`src/rtl/mem_port_arbiter.sv`:
```
// Shares one registered-read data-memory port between instruction fetch and load/store.
// Build option ARB_ROUND_ROBIN_EN swaps fixed data priority (with burst limit) for round-robin.
module mem_port_arbiter #(
    parameter int XLEN           = 32,
    parameter int max_data_burst = 4
) (
    input  logic            clock,
    input  logic            reset,

    input  logic            fetch_req,
    input  logic [XLEN-1:0] fetch_addr,
    output logic            fetch_gnt,
    output logic            fetch_r_valid,
    output logic [XLEN-1:0] fetch_r_data,

    input  logic            data_req,
    input  logic [XLEN-1:0] data_addr,
    input  logic [XLEN-1:0] data_w_data,
    input  logic [1:0]      data_w_width,
    input  logic            data_w_enable,
    input  logic [1:0]      data_r_width,
    input  logic            data_r_sign_extend,
    output logic            data_gnt,
    output logic            data_r_valid,
    output logic [XLEN-1:0] data_r_data,

    output logic [XLEN-1:0] mem_addr,
    output logic [XLEN-1:0] mem_w_data,
    output logic [1:0]      mem_w_width,
    output logic            mem_w_enable,
    output logic [1:0]      mem_r_width,
    output logic            mem_r_sign_extend,
    input  logic [XLEN-1:0] mem_r_data
);

    localparam logic [1:0] WIDTH_WORD = 2'd2;

    typedef enum logic [1:0] {
        OWN_NONE  = 2'd0,
        OWN_FETCH = 2'd1,
        OWN_DATA  = 2'd2
    } owner_t;

    owner_t     resp_owner_p1, owner_nxt;
    logic [1:0] resp_width_p1, width_nxt;
    logic       resp_sext_p1, sext_nxt;
    logic       grant_fetch, grant_data;

`ifdef ARB_ROUND_ROBIN_EN
    // last_winner: 1 = data won most recently, 0 = fetch (reset value, so data wins first)
    logic last_winner_data;

    always_ff @(posedge clock or posedge reset) begin
        if (reset) begin
            last_winner_data <= 1'b0;
        end else if (grant_data) begin
            last_winner_data <= 1'b1;
        end else if (grant_fetch) begin
            last_winner_data <= 1'b0;
        end
    end
`else
    localparam logic [3:0] BURST_MAX = 4'(max_data_burst);
    logic [3:0] burst_cnt;

    always_ff @(posedge clock or posedge reset) begin
        if (reset) begin
            burst_cnt <= 4'd0;
        end else if (grant_fetch || !fetch_req) begin
            burst_cnt <= 4'd0;
        end else if (grant_data) begin
            burst_cnt <= burst_cnt + 4'd1;
        end
    end
`endif

    // Request stage: arbitrate and steer the winner onto the port
    always_comb begin
        grant_fetch = 1'b0;
        grant_data  = 1'b0;
        if (fetch_req && data_req) begin
`ifdef ARB_ROUND_ROBIN_EN
            grant_data  = !last_winner_data;
`else
            grant_data  = (burst_cnt != BURST_MAX);
`endif
            grant_fetch = !grant_data;
        end else begin
            grant_fetch = fetch_req;
            grant_data  = data_req;
        end
        if (reset) begin
            grant_fetch = 1'b0;
            grant_data  = 1'b0;
        end
    end

    assign fetch_gnt    = grant_fetch;
    assign data_gnt     = grant_data;
    assign mem_addr     = grant_data ? data_addr : fetch_addr;
    assign mem_w_data   = grant_data ? data_w_data : '0;
    assign mem_w_width  = grant_data ? data_w_width : WIDTH_WORD;
    assign mem_w_enable = grant_data && data_w_enable;

    always_ff @(posedge clock or posedge reset) begin
        if (reset) begin
            resp_owner_p1 <= OWN_NONE;
            resp_width_p1 <= WIDTH_WORD;
            resp_sext_p1  <= 1'b0;
        end else begin
            resp_owner_p1 <= owner_nxt;
            resp_width_p1 <= width_nxt;
            resp_sext_p1  <= sext_nxt;
        end
    end

    always_comb begin
        owner_nxt = OWN_NONE;
        width_nxt = WIDTH_WORD;
        sext_nxt  = 1'b0;
        if (grant_fetch) begin
            owner_nxt = OWN_FETCH;
        end else if (grant_data && !data_w_enable) begin
            owner_nxt = OWN_DATA;
            width_nxt = data_r_width;
            sext_nxt  = data_r_sign_extend;
        end
    end

    // Response stage: memory data belongs to whoever was granted last cycle
    assign mem_r_width       = resp_width_p1;
    assign mem_r_sign_extend = resp_sext_p1;
    assign fetch_r_valid     = !reset && (resp_owner_p1 == OWN_FETCH);
    assign data_r_valid      = !reset && (resp_owner_p1 == OWN_DATA);
    assign fetch_r_data      = mem_r_data;
    assign data_r_data       = mem_r_data;

endmodule
```
`config.mk`:
```
export PLATFORM = sky130hd
export DESIGN_NAME = mem_port_arbiter
export DESIGN_NICKNAME = d
export VERILOG_FILES = /design/src/rtl/mem_port_arbiter.sv
export SDC_FILE = /design/constraint.sdc
export NUM_CORES = 1
export LEC_CHECK = 0
export CAP_MARGIN = 20
export CORE_AREA = 2 2 107 109
export DETAILED_ROUTE_END_ITERATION = 8
export DIE_AREA = 0 0 109 111
export PLACE_DENSITY = 0.62
export SLEW_MARGIN = 20
export SYNTH_ARGS = -nofsm -noshare
export SYNTH_HDL_FRONTEND = slang
export SYNTH_SLANG_ARGS = --single-unit
```
`constraint.sdc`:
```
create_clock -name clock -period 2.3 [get_ports clock]
set_input_delay 0.345 -clock clock [delete_from_list [all_inputs] [get_ports clock]]
set_output_delay 0.345 -clock clock [all_outputs]
set_load 0.005 [all_outputs]
```
== Yosys cells after proc, flatten, opt, wreduce, memory -nomap -nowiden ==
Cells that the tools add are included.

* Memory bits (writable): 0
* Memories: 0
* Register bits after elaboration: 9
* Input port bits: 138
* Bits in read-only memories: 0
* Latch bits: 0

* Bitwise logic cells: 0
* Reductions and logical operators: 11
* $lt $le $gt $ge: 0
* $add $sub $neg: 1
* Muxes and demuxes: 15
* $mul: 0
* Shift operators: 0
* Divide/modulo/power cells: 0
* Equal/unequal tests: 3

{| class="wikitable"
|+ Operator list
! cell !! number
|-
| 2-to-1 mux 32 bit || 2
|-
| 2-to-1 mux 2 bit || 5
|-
| 2-to-1 mux 4 bit || 2
|-
| 2-to-1 mux 1 bit || 6
|-
| logical AND 1 bit || 5
|-
| adder 4 x 1 -> 4 bit (second input constant) || 1
|-
| zero test 1 bit || 4
|-
| != test 4 x 3 -> 1 bit (second input constant) || 1
|-
| == test 2 x 1 -> 1 bit (second input constant) || 1
|-
| == test 2 bit (second input constant) || 1
|-
| nonzero test 2 bit || 1
|-
| logical OR 1 bit || 1
|}

== Longest topological paths before layout ==
Gate-level depths: netlist of run 1.

* Word-level depth: 6
* Mapped depth: 7

== Worst setup path after synthesis of run 1 ==
No wires, ideal clock.

* Kind: register to output
* Start: register burst_cnt[0]
* End: output mem_addr[27]
* Cell stages (with the launch flop): 7
* Arrival: 1585 ps
* Setup slack: 370 ps
* Data required time: 1955 ps
* Path through: dfrtp_1 -> inv_1 -> ha_1 -> and4b_4 -> nor3_4 -> buf_4 -> mux2_2

* Longest elaborated chain between the ends: 4

{| class="wikitable"
|+ RTL lines
! what !! line !! text
|-
| from (decl) || 64 || <nowiki>logic [3:0] burst_cnt;</nowiki>
|-
| from (signal assigned) || 72 || <nowiki>burst_cnt <= burst_cnt + 4'd1;</nowiki>
|-
| != test 4 x 3 -> 1 bit || 85 || <nowiki>grant_data = (burst_cnt != BURST_MAX);</nowiki>
|-
| 2-to-1 mux 1 bit || 81 || <nowiki>if (fetch_req && data_req) begin</nowiki>
|-
| 2-to-1 mux 1 bit || 92 || <nowiki>if (reset) begin</nowiki>
|-
| 2-to-1 mux 32 bit || 100 || <nowiki>assign mem_addr = grant_data ? data_addr : fetch_addr;</nowiki>
|-
| to (decl) || 27 || <nowiki>output logic [XLEN-1:0] mem_addr,</nowiki>
|}

Every way passes these cells.

== Final worst setup path of run 1 ==
* Start: register burst_cnt[0]
* End: output mem_addr[23]

Same word-level chain as after synthesis.

==> run metrics, run 1 <==
post-synthesis compound-gate area fraction=3.788%; Final Core Density=33.45%; post-synthesis register bit count=9; endpoints failing setup=16; ANT nets after route=0; Routed met1 length=2560 µm; setup TNS=-0.4432 ns; footprint of the multi-input gates=947.2 µm²; CP Class=reg2out; Pleak=0.001668 µW; # nets final=474; TritonCTS Buffers=3; HP Class=reg2reg; Synth top area share=30.78%; Clock Tree Root=clkbuf_16; adder-cell area share of the yosys netlist=1.579%; Final period util=104.0%; Max-slew headroom=80.25%; Final min period=2.392 ns; mux cell area share after synthesis=22.73%; IO Pins=276; most common cell in the netlist=buf_4; share of cells above drive strength 1=52.25%; post-route cell area=3705 µm²; storage element area=226.5 µm²; EDFF count, synth=0; synth warn=0; Max clock buf depth=2; Site Rows=39; Synth Area in XOR/XNOR=0%; fmax=0.4181 GHz; Syn Inst Count=179; met2 WL=3721 µm; Worst-Skew Late Latency=0.24 ns; Diodes inserted=0; Hold-fix buffers, CTS=0; largest cells by area after synthesis=buf_4 (31%), mux2_2 (23%), and2_1 (14%), dfrtp_1 (13%), buf_6 (3.6%); Die X=109 µm; Iter 0 DRT Violations=39; H-tree levels=1; global-route wire length before repair=10080 µm; Cell Pwr Density=290.1 nW/µm²; die height=111 µm; clock sink total=9; outcome=complete, but fails checks; final worst slack=-0.09153 ns; CP Capture Type=primary output; Synth cell types=28; ys flop type=dfrtp_1; vias per std cell=3.744; Hold Fails Final Rpt=0; CP required=1.96 ns; Worst-path clk slew=0.04 ns; initial antenna violation count=0; Yosys top cell by area=buf_4; Slew @ Worst Pin=0.2935 ns; crit start category=flip-flop; Max VDD drop=0.3829 mV; I/O Buffers=179; critical path arrival=2.05 ns; full die area=12100 µm²; CTS tree=built; DPL Wire Length=5218 µm; CP peak stage delay=0.38 ns; largest family of logic cells by synthesized area=buffers and inverters; DRC=0; total core area=11080 µm²; Synth Area per Inst=8.856 µm²; Clock Skew=0.002301 ns; Async SR Flop Fraction=100.0%; first-pass iteration count of the detailed router=4; Commonest cells post-synth=buf_4 (65), and2_1 (36), mux2_2 (32); uppermost layer routed=met4; worst path cell trace=inv_2, ha_4, and4b_4, nor3_4, buf_12, buf_8, clkbuf_16, buf_6, mux2_4, buf_6; CP Max Fanout=5; Remaining Overflow, GRT=0; syn_nets=319; DR vias=1782; RD Place Congestion=0.7673; wire length on met3=788 µm; max-cap viol count=0; detailed-route wire length=7251 µm; Netlist Area Pre-Place=1585 µm²; area growth from synthesis to layout=133.7%; dpl ws=-0.3303 ns; Pins Over Slew Limit=0; Filler Cells Inserted=1128; vias in the first global route=1907; gr usage total=10.77%; Crit path top cell by count=buf_6; RSZ-0062 raised after global routing=true; failing checks=setup timing; DP Area=3163 µm²; slowest CP cell=dfrtp_1; Simple-Gate Fraction of Synth Area=21.55%; Seq/Total Area, Yosys=14.29%; total power=1075 µW; Initial Util=14.31%; routed len/inst=15.23 µm; largest net degree at the start of global routing=11
==> report_power, final <==
part,leakage (µW),internal (µW),switching [µW],total (µW)
combinational,0.00151,422,167,589
sequential,0.000120,164,2.52,167
clock,0.0000382,233,85.8,318
total,0.00167,819,255,1070
==> through the flow <==
stage	std cells	hold slack (ns)
final	476	0.5593
after detailed placement	447	0.5467
after floorplan	179	0.3868
after global placement	447	0.5531
after CTS	474	0.5558
after global routing	476	0.5887
==> layer usage <==
metal	track usage, %	vias up
met5	0	-
met4	3.675	0
met3	3.410	21
met2	20.04	109
met1	11.06	813
li1	-	839
==> worst paths after layout <==
path / from / end / slack [ns] / cells after the start
min in group asynchronous: reset / burst_cnt[2] / 0.69 / 4
max reg2reg: burst_cnt[1] / burst_cnt[3] / 0.66 / 7
max: burst_cnt[0] / mem_addr[23] / -0.09 / 10
max in group asynchronous: reset / mem_r_width[1] / 1.40 / 4
min reg2reg: burst_cnt[3] / burst_cnt[3] / 0.56 / 1
min: burst_cnt[3] / burst_cnt[3] / 0.56 / 1
==> cell families after synthesis <==
logic type	count (synthesis)
adder cells (fa/ha/maj)	2
AO/OA/AOI/OAI	8
multiplexers	32
buffers and inverters	77
flip-flops	9
AND/OR/NAND/NOR	51
==> critical path, delay by kind of cell, from the launching register on <==
kind	cells	cell delay [ns]
buffers and inverters	6	0.71
multiplexers	1	0.29
adder cells (fa/ha/maj)	1	0.13
AND/OR/NAND/NOR	2	0.30
flip-flops	1	0.38
==> cell usage in the layout (no fill, tap or decap), types with 3 or more instances in the layout <==
| cell | instances |
|---|---|
| and2_1 | 12 |
| and2_4 | 24 |
| buf_12 | 6 |
| buf_16 | 4 |
| buf_2 | 13 |
| buf_4 | 23 |
| buf_6 | 43 |
| buf_8 | 3 |
| clkbuf_16 | 4 |
| clkbuf_2 | 12 |
| clkdlybuf4s15_1 | 3 |
| clkdlybuf4s15_2 | 3 |
| clkdlybuf4s50_1 | 109 |
| dfrtp_1 | 8 |
| inv_1 | 3 |
| mux2_2 | 10 |
| mux2_4 | 22 |
| nand2b_1 | 3 |
==> state kept, by name (all words and copies together), names as in the netlist <==
| name | cells |
|---|---|
| mem_r_width | 2 |
| resp_owner_p1 | 2 |
| burst_cnt | 4 |
| mem_r_sign_extend | 1 |
==> what timing repair did <==
action / in CTS / in global routing
resized for setup: 271 / 93
hold endpoints to repair: 0 / 0
cloned: 5 / 1
pin swaps: 10 / 16
setup endpoints to repair: 69 / 68
buffers inserted: 19 / 21
==> layout make-up <==
cell class	count	share of cell area, %
Clock buffer	4	2.128
Inverter	5	0.5066
Multi-Input combinational cell	93	25.57
Sequential cell	9	6.113
Tap cell	143	4.829
Timing Repair Buffer	222	60.86
Power figures use the tool's default switching activity.
==> run 2, diff against run 1 <==
- CORE_AREA: 2 2 107 109 -> 8 8 102 104
- DIE_AREA: 0 0 109 111 -> 0 0 110 112
- PLACE_DENSITY: 0.62 -> 0.74
==> run metrics, run 2 (synthesis results as in run 1) <==
outcome=complete, but fails checks; failing checks=setup timing; largest net degree at the start of global routing=21; Post-Layout Cell Count=441; Max-slew headroom=58.98%; Remaining Overflow, GRT=0; vias in the first global route=2077; # nets final=470; critical path arrival=2.00 ns; IO Pins=276; detailed-route wire length=7736 µm; fmax=0.4271 GHz; RSZ-0062 raised after global routing=true; slowest CP cell=dfrtp_1; CP bufs+invs=5; dpl ws=-0.3330 ns; CP Max Fanout=8; HP Class=reg2reg; initial antenna violation count=0; CP top delay family=buffers and inverters; Slew @ Worst Pin=0.6096 ns; Cell Pwr Density=257.7 nW/µm²; CP required=1.96 ns; CTS tree=built; global-route wire length before repair=11250 µm; full die area=12320 µm²; dpl cells=415; Site Rows=35; commonest non-fill, non-tap cell in the layout=clkdlybuf4s50_1; Hold Fails Final Rpt=0; Hold-fix buffers, CTS=0; setup TNS=-0.6441 ns; first-pass iteration count of the detailed router=4; Largest register FFs=4; Pins Over Slew Limit=0; Final min period=2.342 ns; CP peak stage delay=0.35 ns; final hold slack=0.5986 ns; Clock Tree Root=clkbuf_8; share of cells above drive strength 1=44.38%; clock sink total=9; area growth from synthesis to layout=125.7%; most frequent cells in the layout=clkdlybuf4s50_1 (109), buf_6 (35), and2_1 (29), mux2_4 (29), buf_4 (20); Top reg by flops=burst_cnt; gr usage total=11.56%; DR vias=1782; Pleak=0.001615 µW; Initial Util=17.83%; CP Capture Type=primary output; Worst-path clk slew=0.04 ns; TritonCTS Buffers=3; Clock Skew=0.002999 ns; DPL Wire Length=6026 µm; worst path cell trace=inv_2, ha_4, and4b_4, nor3_4, buf_6, buf_12, buf_12, mux2_4, buf_6; ANT nets after route=0; Die X=110 µm; endpoints failing setup=25; Max clock buf depth=2; final worst slack=-0.04155 ns; Worst-Skew Late Latency=0.23 ns; Max VDD drop=0.2380 mV; DP Area=3123 µm²; Final period util=101.8%; max-cap viol count=0; Iter 0 DRT Violations=38; total core area=8890 µm²; crit start category=flip-flop; CP Class=reg2out; DRC=0; H-tree levels=1; RD Place Congestion=0.8080; routed len/inst=17.54 µm; post-route cell area=3578 µm²; I/O Buffers=179; vias per std cell=4.041; die height=112 µm
run 2: changes by cell type in the layout (fill, tap and decap cells not counted), sizes merged:
cell           before  now
buf                92   80
dlymetal6s2s        0    1
diode               0    1
clkbuf             17   10
clkdlybuf4s15       6   19
dlygate4sd2         2    3
run 2: path summary, 6_finish.rpt:
check / start / to / slack, ns / cells past startpoint
setup reg to reg: burst_cnt[1] / mem_r_width[0] / 0.65 / 6
hold / removal: burst_cnt[3] / burst_cnt[3] / 0.60 / 2
hold reg to reg: burst_cnt[3] / burst_cnt[3] / 0.60 / 2
setup / recovery: burst_cnt[1] / mem_addr[20] / -0.04 / 9
min in group asynchronous: reset / mem_r_width[0] / 0.68 / 4
max in group asynchronous: reset / mem_r_width[1] / 1.40 / 4
run 2: layout make-up:
cell class | instances | area, µm²
fill | 858 | 5311
timing repair buffer | 218 | 2216
multi-input combinational | 93 | 930.9
sequential | 9 | 226.5
tap | 111 | 138.9
clock buffer | 4 | 45.04
inverter | 5 | 18.77
antenna | 1 | 2.502
run 2: repair_timing:
action / CTS / global route
endpoints found under the setup margin: 68 / 68
gates resized for setup: 300 / 27
endpoints found under the hold margin: 0 / 0
pin swaps: 3 / 1
buffers inserted: 17 / 2
cloned: 2 / 2
run 2: stage by stage:
stage | power, µW | utilization, %
6_report | 922.0 | 40.25
4_1_cts | 908.7 | 39.14
3_3_place_gp | 647.5 | 35.13
2_1_floorplan | 382.8 | -
3_5_place_dp | 650.7 | 35.13
5_1_grt | 972.6 | 40.23
run 2: metal layers:
layer	GRT usage (%)	share of wire, %	up-vias
met5	0	0	-
met4	3.423	1.8	0
met3	5.950	14	21
met2	20.03	47	156
met1	11.60	37	777
li1	-	-	828
run 2: worst min-delay path, cell delays in order (launching register included):
cell and delay, ns:
dfrtp_1 0.35, buf_4 0.13, o41ai_1 0.08
run 2: power by group:
part	leakage, µW	switching [µW]	internal [µW]
clock network	0.0000228	60.5	121
logic	0.00147	160	414
registers	0.000120	2.66	164
total	0.00162	223	699
